$ cat config.mk
export PLATFORM = sky130hd
export DESIGN_NAME = gpio_port_bank
export DESIGN_NICKNAME = d
export VERILOG_FILES = /design/src/rtl/gpio_pkg.sv /design/src/rtl/gpio_sync_edge.sv /design/src/rtl/gpio_port_bank.sv
export SDC_FILE = /design/constraint.sdc
export NUM_CORES = 1
export LEC_CHECK = 0
export ABC_CLOCK_PERIOD_IN_PS = 1400
export CELL_PAD_IN_SITES_DETAIL_PLACEMENT = 1
export CELL_PAD_IN_SITES_GLOBAL_PLACEMENT = 2
export CORE_MARGIN = 2
export CORE_UTILIZATION = 36
export DETAILED_ROUTE_END_ITERATION = 10
export PLACE_DENSITY_LB_ADDON = 0.1
export SLEW_MARGIN = 20
export SYNTH_ARGS = -nofsm -noshare
export SYNTH_HDL_FRONTEND = slang
export SYNTH_HIERARCHICAL = 1
export SYNTH_SLANG_ARGS = --single-unit
export TNS_END_PERCENT = 50
$ cat constraint.sdc
create_clock -name clk -period 1.4 [get_ports clk]
set_input_delay 0.21 -clock clk [delete_from_list [all_inputs] [get_ports clk]]
set_output_delay 0.21 -clock clk [all_outputs]
set_load 0.01 [all_outputs]
$ cat src/rtl/gpio_pkg.sv
// Shared constants for the GPIO port bank: bus data width, per-channel
// register offsets (byte address bits [4:2]) and an elaboration-time clog2.
package gpio_pkg;

    localparam int unsigned BUS_DW = 32;

    localparam logic [2:0] REG_IN      = 3'd0;
    localparam logic [2:0] REG_OUT     = 3'd1;
    localparam logic [2:0] REG_SET     = 3'd2;
    localparam logic [2:0] REG_CLR     = 3'd3;
    localparam logic [2:0] REG_RISE_EN = 3'd4;
    localparam logic [2:0] REG_FALL_EN = 3'd5;
    localparam logic [2:0] REG_PEND    = 3'd6;

    function automatic int unsigned clog2(input int unsigned value);
        int unsigned result;
        result = 0;
        for (int unsigned i = 0; i < 32; i++) begin
            if ((64'd1 << i) < 64'(value)) begin
                result = i + 1;
            end
        end
        return result;
    endfunction

endpackage

$ cat src/rtl/gpio_sync_edge.sv
// One GPIO channel's input path: SYNC_STAGES-deep synchroniser chain, a
// previous-value flop, and the derived per-bit edge strobes.
// Ports:
//   clk, rst_n  clock, asynchronous active-low reset
//   pin         asynchronous pin inputs for this channel
//   in_sync     last synchroniser stage (the IN register)
//   rise, fall  one-cycle edge strobes: in_sync vs. its value a cycle ago
module gpio_sync_edge #(
    parameter int unsigned CH_WIDTH    = 32,
    parameter int unsigned SYNC_STAGES = 2
) (
    input  logic                clk,
    input  logic                rst_n,
    input  logic [CH_WIDTH-1:0] pin,
    output logic [CH_WIDTH-1:0] in_sync,
    output logic [CH_WIDTH-1:0] rise,
    output logic [CH_WIDTH-1:0] fall
);

    logic [SYNC_STAGES-1:0][CH_WIDTH-1:0] stage;
    logic [CH_WIDTH-1:0]                  prev;

    always_ff @(posedge clk or negedge rst_n) begin
        if (!rst_n) begin
            stage <= '0;
            prev  <= '0;
        end else begin
            stage <= {stage[SYNC_STAGES-2:0], pin};
            prev  <= stage[SYNC_STAGES-1];
        end
    end

    assign in_sync = stage[SYNC_STAGES-1];
    assign rise    = in_sync & ~prev;
    assign fall    = ~in_sync & prev;

endmodule

$ cat src/rtl/gpio_port_bank.sv
// Memory-mapped GPIO bank: NUM_CH channels of CH_WIDTH bits, each with a
// synchronised input, OUT with set/clear aliases, and per-bit rise/fall
// interrupt pending bits merged into a single registered irq.
// Ports:
//   clk, rst_n            clock, asynchronous active-low reset
//   bus_req, bus_we       one-cycle access request, 1=write
//   bus_addr              byte address: [4:2] register, [ADDR_W-1:5] channel
//   bus_wdata             write data
//   bus_rdata, bus_ack    registered read data / ack, one cycle after bus_req
//   gpio_in               asynchronous pins, channel c at [c*CH_WIDTH +: CH_WIDTH]
//   gpio_out              registered pin outputs
//   irq                   registered OR of PEND & (RISE_EN | FALL_EN)
module gpio_port_bank
    import gpio_pkg::*;
#(
    parameter int unsigned NUM_CH      = 2,
    parameter int unsigned CH_WIDTH    = 32,
    parameter int unsigned SYNC_STAGES = 2,
    parameter int unsigned ADDR_W      = 8
) (
    input  logic                       clk,
    input  logic                       rst_n,
    input  logic                       bus_req,
    input  logic                       bus_we,
    input  logic [ADDR_W-1:0]          bus_addr,
    input  logic [BUS_DW-1:0]          bus_wdata,
    output logic [BUS_DW-1:0]          bus_rdata,
    output logic                       bus_ack,
    input  logic [NUM_CH*CH_WIDTH-1:0] gpio_in,
    output logic [NUM_CH*CH_WIDTH-1:0] gpio_out,
    output logic                       irq
);

    localparam int unsigned CH_BITS = clog2(NUM_CH);

    if (ADDR_W < 5 + CH_BITS) begin : g_bad_addr_w
        $error("gpio_port_bank: ADDR_W too small for NUM_CH");
    end

    int unsigned         ch_idx;
    logic [2:0]          reg_off;
    logic                ch_ok;
    logic [CH_WIDTH-1:0] wdata_ch;
    logic [BUS_DW-1:0]   rd_acc [NUM_CH+1];
    logic [NUM_CH:0]     irq_acc;
    logic                unused_bits;

    // The whole field above bit 4 is decoded so that out-of-range channel
    // indices never alias onto an existing channel.
    if (ADDR_W > 5) begin : g_ch_field
        assign ch_idx = 32'(bus_addr[ADDR_W-1:5]);
    end else begin : g_no_ch_field
        assign ch_idx = '0;
    end

    assign reg_off     = bus_addr[4:2];
    assign ch_ok       = (ch_idx < NUM_CH) && (reg_off != 3'd7);
    assign wdata_ch    = bus_wdata[CH_WIDTH-1:0];
    assign unused_bits = ^{bus_addr[1:0], bus_wdata};

    assign rd_acc[0]  = '0;
    assign irq_acc[0] = 1'b0;

    for (genvar c = 0; c < NUM_CH; c++) begin : g_ch
        logic [CH_WIDTH-1:0] in_sync;
        logic [CH_WIDTH-1:0] rise;
        logic [CH_WIDTH-1:0] fall;
        logic [CH_WIDTH-1:0] out_q;
        logic [CH_WIDTH-1:0] rise_en_q;
        logic [CH_WIDTH-1:0] fall_en_q;
        logic [CH_WIDTH-1:0] pend_q;
        logic [CH_WIDTH-1:0] w1c;
        logic                sel;
        logic                wr;
        logic [BUS_DW-1:0]   rd_ch;

        gpio_sync_edge #(
            .CH_WIDTH   (CH_WIDTH),
            .SYNC_STAGES(SYNC_STAGES)
        ) u_sync (
            .clk    (clk),
            .rst_n  (rst_n),
            .pin    (gpio_in[c*CH_WIDTH +: CH_WIDTH]),
            .in_sync(in_sync),
            .rise   (rise),
            .fall   (fall)
        );

        assign sel = ch_ok && (ch_idx == c);
        assign wr  = bus_req && bus_we && sel;
        assign w1c = (wr && (reg_off == REG_PEND)) ? wdata_ch : '0;

        always_ff @(posedge clk or negedge rst_n) begin
            if (!rst_n) begin
                out_q     <= '0;
                rise_en_q <= '0;
                fall_en_q <= '0;
                pend_q    <= '0;
            end else begin
                if (wr) begin
                    case (reg_off)
                        REG_OUT:     out_q     <= wdata_ch;
                        REG_SET:     out_q     <= out_q | wdata_ch;
                        REG_CLR:     out_q     <= out_q & ~wdata_ch;
                        REG_RISE_EN: rise_en_q <= wdata_ch;
                        REG_FALL_EN: fall_en_q <= wdata_ch;
                        default:     ;
                    endcase
                end
                // Clear first, then OR in new edges so a same-cycle edge wins.
                pend_q <= (pend_q & ~w1c) | (rise & rise_en_q) | (fall & fall_en_q);
            end
        end

        always_comb begin
            rd_ch = '0;
            if (sel) begin
                case (reg_off)
                    REG_IN:      rd_ch[CH_WIDTH-1:0] = in_sync;
                    REG_OUT:     rd_ch[CH_WIDTH-1:0] = out_q;
                    REG_RISE_EN: rd_ch[CH_WIDTH-1:0] = rise_en_q;
                    REG_FALL_EN: rd_ch[CH_WIDTH-1:0] = fall_en_q;
                    REG_PEND:    rd_ch[CH_WIDTH-1:0] = pend_q;
                    default:     rd_ch = '0;
                endcase
            end
        end

        assign rd_acc[c+1]  = rd_acc[c] | rd_ch;
        assign irq_acc[c+1] = irq_acc[c] | (|(pend_q & (rise_en_q | fall_en_q)));
        assign gpio_out[c*CH_WIDTH +: CH_WIDTH] = out_q;
    end

    always_ff @(posedge clk or negedge rst_n) begin
        if (!rst_n) begin
            bus_ack   <= 1'b0;
            bus_rdata <= '0;
            irq       <= 1'b0;
        end else begin
            bus_ack   <= bus_req;
            bus_rdata <= (bus_req && !bus_we) ? rd_acc[NUM_CH] : '0;
            irq       <= irq_acc[NUM_CH];
        end
    end

endmodule

Yosys cells after proc, flatten, opt, wreduce, memory -nomap -nowiden

Cells that the tools add are included.
W data, S select, Z words.

Bits of input ports: 108
Logic and storage cells: 87
Output and inout port bits: 98
Bits in registers: 482

Eq/ne operators: 8
Reductions and logical operators: 21
$lt $le $gt $ge: 1
Bitwise gates (word level): 31
Muxes and demuxes: 9

Operator list:

| kind                 | number |
|---|---|
| $and A32 B32 Y32     | 14 |
| $pmux W32 S5         | 2 |
| $or A32 B32 Y32      | 9 |
| $not A32 Y32         | 7 |
| $pmux W32 S3         | 2 |
| $mux W32             | 5 |
| $reduce_or A32 Y1    | 2 |
| $logic_not A32 Y1    | 1 |
| $reduce_and A2 Y1    | 6 |
| $eq A3 B3 Y1 const B | 3 |
| $logic_and A1 B1 Y1  | 9 |
| $eq A3 B1 Y1 const B | 2 |
| $eq A3 B2 Y1 const B | 2 |
| $logic_not A3 Y1     | 1 |
| $lt A3 B2 Y1 const B | 1 |
| $ne A3 B3 Y1 const B | 1 |
| $reduce_bool A3 Y1   | 1 |
| $logic_not A1 Y1     | 1 |
| $or A1 B1 Y1         | 1 |

Depth between registers and ports, before layout

Depth after elaboration: 10
Gate-level depth with buffers: 7
Mapped depth without buffers: 4

Modules after synthesis

The synthesis kept the hierarchy.

Modules (own cells, without submodules):

| module         | cells each | times used | sequential area each (µm²) | area an instance (µm²) |
|---|---|---|---|---|
| gpio_port_bank | 1194       | 1          | 7257.0                     | 14082.3 |
| gpio_sync_edge | 192        | 2          | 2402.3                     | 3203.1 |

Worst setup path after synthesis

Ideal clock, no wire load.

Path type: input to register
Start: input port bus_addr[4]
End: register g_ch[0].fall_en_q[10]
Cell stages on the path: 5
Required time: 1275 ps
Arrival: 1792 ps
Path buffers: 1
Setup time: 125 ps
Slack: -517 ps
Path through: a311o_1 -> or3_1 -> nor3_2 -> buf_4 -> mux2_2

Cells in the longest elaborated chain, start to end: 5
Elaborated cells on any way between the ends: 6
Classes of those cells: eq/ne: 2; reduce/logical: 4

RTL lines:

| item                                 | RTL line              | RTL |
|---|---|---|
| start, declared                      | gpio_port_bank.sv:25  | `input logic [ADDR_W-1:0] bus_addr,` |
| $ne A3 B3 Y1                         | gpio_port_bank.sv:57  | `assign ch_ok = (ch_idx < NUM_CH) && (reg_off != 3'd7);` |
| $logic_and A1 B1 Y1                  | gpio_port_bank.sv:57  |  |
| $logic_and A1 B1 Y1                  | gpio_port_bank.sv:89  | `assign sel = ch_ok && (ch_idx == c);` |
| $logic_and A1 B1 Y1                  | gpio_port_bank.sv:90  | `assign wr = bus_req && bus_we && sel;` |
| $reduce_and A2 Y1 (no source line) * | n/a                   |  |
| end signal, assigned                 | gpio_port_bank.sv:106 | `REG_FALL_EN: fall_en_q <= wdata_ch;` |
| end, declared                        | gpio_port_bank.sv:70  | `logic [CH_WIDTH-1:0] fall_en_q;` |

Every way passes the cells marked *; elsewhere a longest branch is shown, timed or not.
A chain may end at the register's enable or synchronous reset.

Worst setup path in the final report

Start: register g_ch[0].fall_en_q[30]
End: register irq

Cells in the longest elaborated chain, start to end: 4

RTL lines:

| item                 | RTL line              | RTL |
|---|---|---|
| $or A32 B32 Y32      | gpio_port_bank.sv:130 | `assign irq_acc[c+1] = irq_acc[c] \| (\|(pend_q & (rise_en_q \| fall_en_q)));` |
| $and A32 B32 Y32     | gpio_port_bank.sv:130 |  |
| $reduce_or A32 Y1    | gpio_port_bank.sv:130 |  |
| $or A1 B1 Y1         | gpio_port_bank.sv:130 |  |
| via irq_acc[2]       | gpio_port_bank.sv:45  | `logic [NUM_CH:0] irq_acc;` |
| end signal, assigned | gpio_port_bank.sv:142 | `irq <= irq_acc[NUM_CH];` |
| end, declared        | gpio_port_bank.sv:31  | `output logic irq` |

The timed path passes the listed nets, and every way through them passes these cells.

==> PnR_summary.wiki <==
{| class="wikitable"
! Metric !! Value
|-
| Post-synthesis async set-or-reset flop share || 1.00
|-
| Clock buffer depth || 3
|-
| Cell family with most CP delay || simple AND/OR/NAND/NOR gates
|-
| Path length in cells of the critical path || 6
|-
| Post-Place Cell Area || 26,000 µm²
|-
| Area added between synthesis and finish || 39.8%
|-
| Worst Setup Slack, final || -208 ps
|-
| Path depth of the worst reg2reg path || 6
|-
| DRC violation count after routing || 0
|-
| Required @ worst endpoint || 1880 ps
|-
| Final critical delay including setup and external delays || 1610 ps
|-
| Largest fanout of any net on the critical path || 2
|-
| Highest achievable clock rate || 0.622 GHz
|-
| Violations in the final reports || negative setup slack
|-
| Number of nets in the synthesized netlist || 1,686
|-
| Post-route core utilization || 0.509
|-
| Pleak || 13.4 nW
|-
| Initial standard-cell utilization of the core || 0.364
|-
| Post-layout instance count excluding filler cells || 2,908
|-
| Part of the cycle the worst path needs || 1.15
|-
| Count of buffering cells on the critical path with inverters included || 2
|-
| Worst Setup EP || irq$_DFF_PN0_
|-
| Layout cells sized above 1 || 0.439
|-
| Inst Count DP || 2,725
|-
| Final setup vio count || 71
|-
| Crit path launch type || flip-flop
|-
| Height of the die || 243 µm
|-
| Outcome || complete, but fails checks
|-
| Number of inserted filler cells in the final layout || 5,750
|-
| Clk pin slew, worst setup/hold paths || 60 ps
|-
| Number of violations of the max-capacitance limit || 0
|-
| Largest net degree at the start of global routing || 76
|-
| TritonCTS clock tree || built
|-
| Area of the placeable core || 56,300 µm²
|-
| Number of synthesized register bits || 482
|-
| Total of buffers placed on input and output ports || 203
|-
| Startpoint of the worst register-to-register path || g_ch[0].fall_en_q[30]$_DFFE_PN0P_
|-
| Capture instance of the worst register-to-register path || irq$_DFF_PN0_
|-
| RSZ-0062 raised after global routing || yes
|-
| Slew @ Worst Pin || 761 ps
|-
| Source-to-sink clock delay at the later pin of the worst-skew pair || 610 ps
|-
| Cell type with the highest aggregate area in the netlist || dfrtp_1
|-
| Root Driver || clkbuf_16
|-
| Post-synth top cells || 482 x dfrtp_1, 191 x o21ai_0, 128 x a22o_1, 128 x and2b_2, 124 x mux2_2
|-
| Number of I/O pins || 206
|-
| Worst clock skew || 8.54 ps
|-
| Synthesized area per cell || 13.0 µm²
|-
| Total routing resource utilization after global routing || 0.247
|-
| Post-synth top flop || dfrtp_1
|-
| Area of combinational cells with multiple inputs || 7880 µm²
|-
| Critical Path Sink Type || flip-flop
|-
| Post-detail-place hpwl || 48,600 µm
|-
| Area of all sequential standard cells || 12,100 µm²
|-
| Total die area || 58,800 µm²
|-
| Syn. warnings || 6
|-
| Max VDD drop || 0.981 mV
|-
| Tightest slew margin relative to the limit || 0.493
|-
| Number of distinct standard cells referenced by the synthesized netlist || 34
|-
| Final RePlAce weighted congestion || 0.837
|-
| Gate count of the mapped netlist || 1,578
|-
| Wire length per cell after detailed routing || 25.1 µm
|-
| Final wirelength || 72,900 µm
|-
| Wire length of the first global-routing pass || 110,000 µm
|-
| Path type of the worst setup path || reg -> reg
|-
| Number of core rows || 87
|-
| Post-detailed-route via-to-cell ratio || 5.32
|-
| Number of enable flip-flop cells after synthesis || 0
|-
| CP Data Arrival Time || 2080 ps
|-
| Critical path, cell by cell || o21ai_2 > buf_4 > nand4_1 > nor4_4 > buf_4 > nand4_1
|-
| Launch point of the critical path || g_ch[0].fall_en_q[30]$_DFFE_PN0P_
|-
| Die outline width || 243 µm
|-
| GR Overflow Total || 0
|-
| Path class of the lowest-slack min-delay path || in -> reg
|-
| Number of CTS-inserted buffers || 54
|-
| Cell area power density || 1370 nW/µm²
|-
| Total number of clock tree sinks || 482
|-
| Count leader, synth || dfrtp_1
|-
| Share of the yosys chip area belonging to registers || 0.589
|-
| Net total in the final layout || 2,220
|-
| Top cells by area in the synthesized netlist || dfrtp_1 59%, mux2_2 6.8%, a22o_1 5.5%
|-
| Number of endpoints with negative hold slack in the final report || 0
|-
| Via count of the first global-routing pass || 17,100
|-
| Mapped Area || 20,500 µm²
|-
| Worst setup slack before clock tree synthesis || -1140 ps
|-
| Via count of the routed design || 15,500
|-
| Number of levels the H-tree was split into || 2
|-
| Crit path max-delay cell type || dfrtp_1
|-
| Detailed-routing iteration count for the pre-antenna-repair pass || 5
|-
| Antenna violation net count after detailed routing || 0
|-
| Worst reg2reg setup slack || -210 ps
|-
| Initial antenna violation count || 4
|-
| Yosys top cell area share || 0.589
|-
| Final design instance area without fill || 28,600 µm²
|-
| Initial detailed-routing violation count || 871
|-
| Slew Viols, Final || 0
|-
| Largest stage delay on the critical path || 390 ps
|}
power by group:
part / total [mW] / internal, mW / switching [mW]
combinational: 7.52 / 4.26 / 3.26
sequential: 16.9 / 15.6 / 1.23
clock: 15.0 / 9.09 / 5.87
total: 39.3 / 29.0 / 10.4
logic make-up (layout without fill, tap and decap cells):
logic type / count (synthesis) / in the layout / share of synthesized area
AO/OA/AOI/OAI: 544 / 544 / 0.192
buffers and inverters: 184 / 757 / 0.0475
flip-flops: 482 / 482 / 0.589
multiplexers: 192 / 192 / 0.102
other: 0 / 1 / 0
AND/OR/NAND/NOR: 176 / 176 / 0.0699
routing by layer:
layer | global-route usage | vias to the layer above | wire (µm)
met4 | 0.0757 | 2 | 1980
met5 | 0 | - | 11
met2 | 0.408 | 330 | 34900
met3 | 0.0337 | 102 | 2930
met1 | 0.338 | 8175 | 33000
li1 | - | 6860 | -
registers in the layout, indices dropped and copies added, names as in the netlist:
signal	cells
bus_ack	1
bus_rdata	32
g_ch.fall_en_q	64
g_ch.out_q	64
g_ch.pend_q	64
g_ch.rise_en_q	64
g_ch.u_sync/in_sync	64
g_ch.u_sync/prev	64
g_ch.u_sync/stage	64
irq	1
final cells by class:
type,instances,area share
flip-flops and latches,482,0.422
multi-input cells,912,0.275
clock buffers,77,0.0566
repair buffers,659,0.205
clock inverters,18,0.00848
well taps,756,0.0330
diodes,1,0.0000874
inverters,3,0.000481
stage by stage:
step | power (mW) | hold slack, ps | setup TNS, ps
floorplan | 19.9 | -85.6 | -90960
global placement | 23.8 | 136 | -274960
detailed placement | 24.1 | 137 | -284320
CTS | 39.6 | 3.69 | -8670
global route | 41.0 | 25.6 | -8850
finish | 39.3 | 34.9 | -6050
worst reg2reg max path, delay by kind of cell (launching register included):
kind                   cells  cell delay [ps]
flip-flops                 1              390
AND/OR/NAND/NOR            3              590
buffers and inverters      2              330
AO/OA/AOI/OAI              1              160
worst min-delay path by stage:
stage | startpoint | end | slack [ps] | depth (start not counted)
6_report | gpio_in[34] | g_ch[1].u_sync/stage[2]$_DFF_PN0_ | 30 | 1
4_1_cts | gpio_in[4] | g_ch[0].u_sync/stage[4]$_DFF_PN0_ | 4 | 1
2_1_floorplan | rst_n | bus_ack$_DFF_PN0_ | -90 | 0
3_3_place_gp | rst_n | g_ch[1].u_sync/stage[5]$_DFF_PN0_ | 140 | 1
3_5_place_dp | rst_n | g_ch[1].u_sync/prev[1]$_DFF_PN0_ | 140 | 1
5_1_grt | gpio_in[52] | g_ch[1].u_sync/stage[20]$_DFF_PN0_ | 30 | 1
what timing repair did:
item                       CTS  global route
pin swaps                   13            14
setup buffers               72             6
resized for setup          510            56
hold endpoints to repair   483             0
setup endpoints to repair  387           205
hold buffers                 2             0
cloned                       5             5
layout by cell type, fill, tap and decap left out, types with 4 or more instances in the layout:
cell type | Yosys | routed
nor4_4 | 1 | 7
a22o_1 | 128 | 128
clkdlybuf4s50_1 | 0 | 96
mux2i_1 | 63 | 62
dfrtp_1 | 482 | 473
a221o_1 | 64 | 64
o21ai_0 | 191 | 168
a21boi_0 | 64 | 48
a21oi_1 | 32 | 30
bufinv_16 | 0 | 6
mux2_2 | 124 | 64
mux2_4 | 0 | 64
buf_4 | 70 | 386
dfrtp_2 | 0 | 9
a21boi_1 | 0 | 13
clkbuf_16 | 0 | 61
o2bb2ai_1 | 63 | 63
buf_8 | 0 | 4
clkbuf_1 | 80 | 8
buf_16 | 0 | 4
o21ai_1 | 0 | 20
and2b_2 | 128 | 128
nand4_1 | 18 | 18
buf_2 | 15 | 84
clkinv_2 | 0 | 11
buf_12 | 0 | 47
clkbuf_8 | 0 | 12
buf_6 | 0 | 29
(Power assumes the default switching activity.)
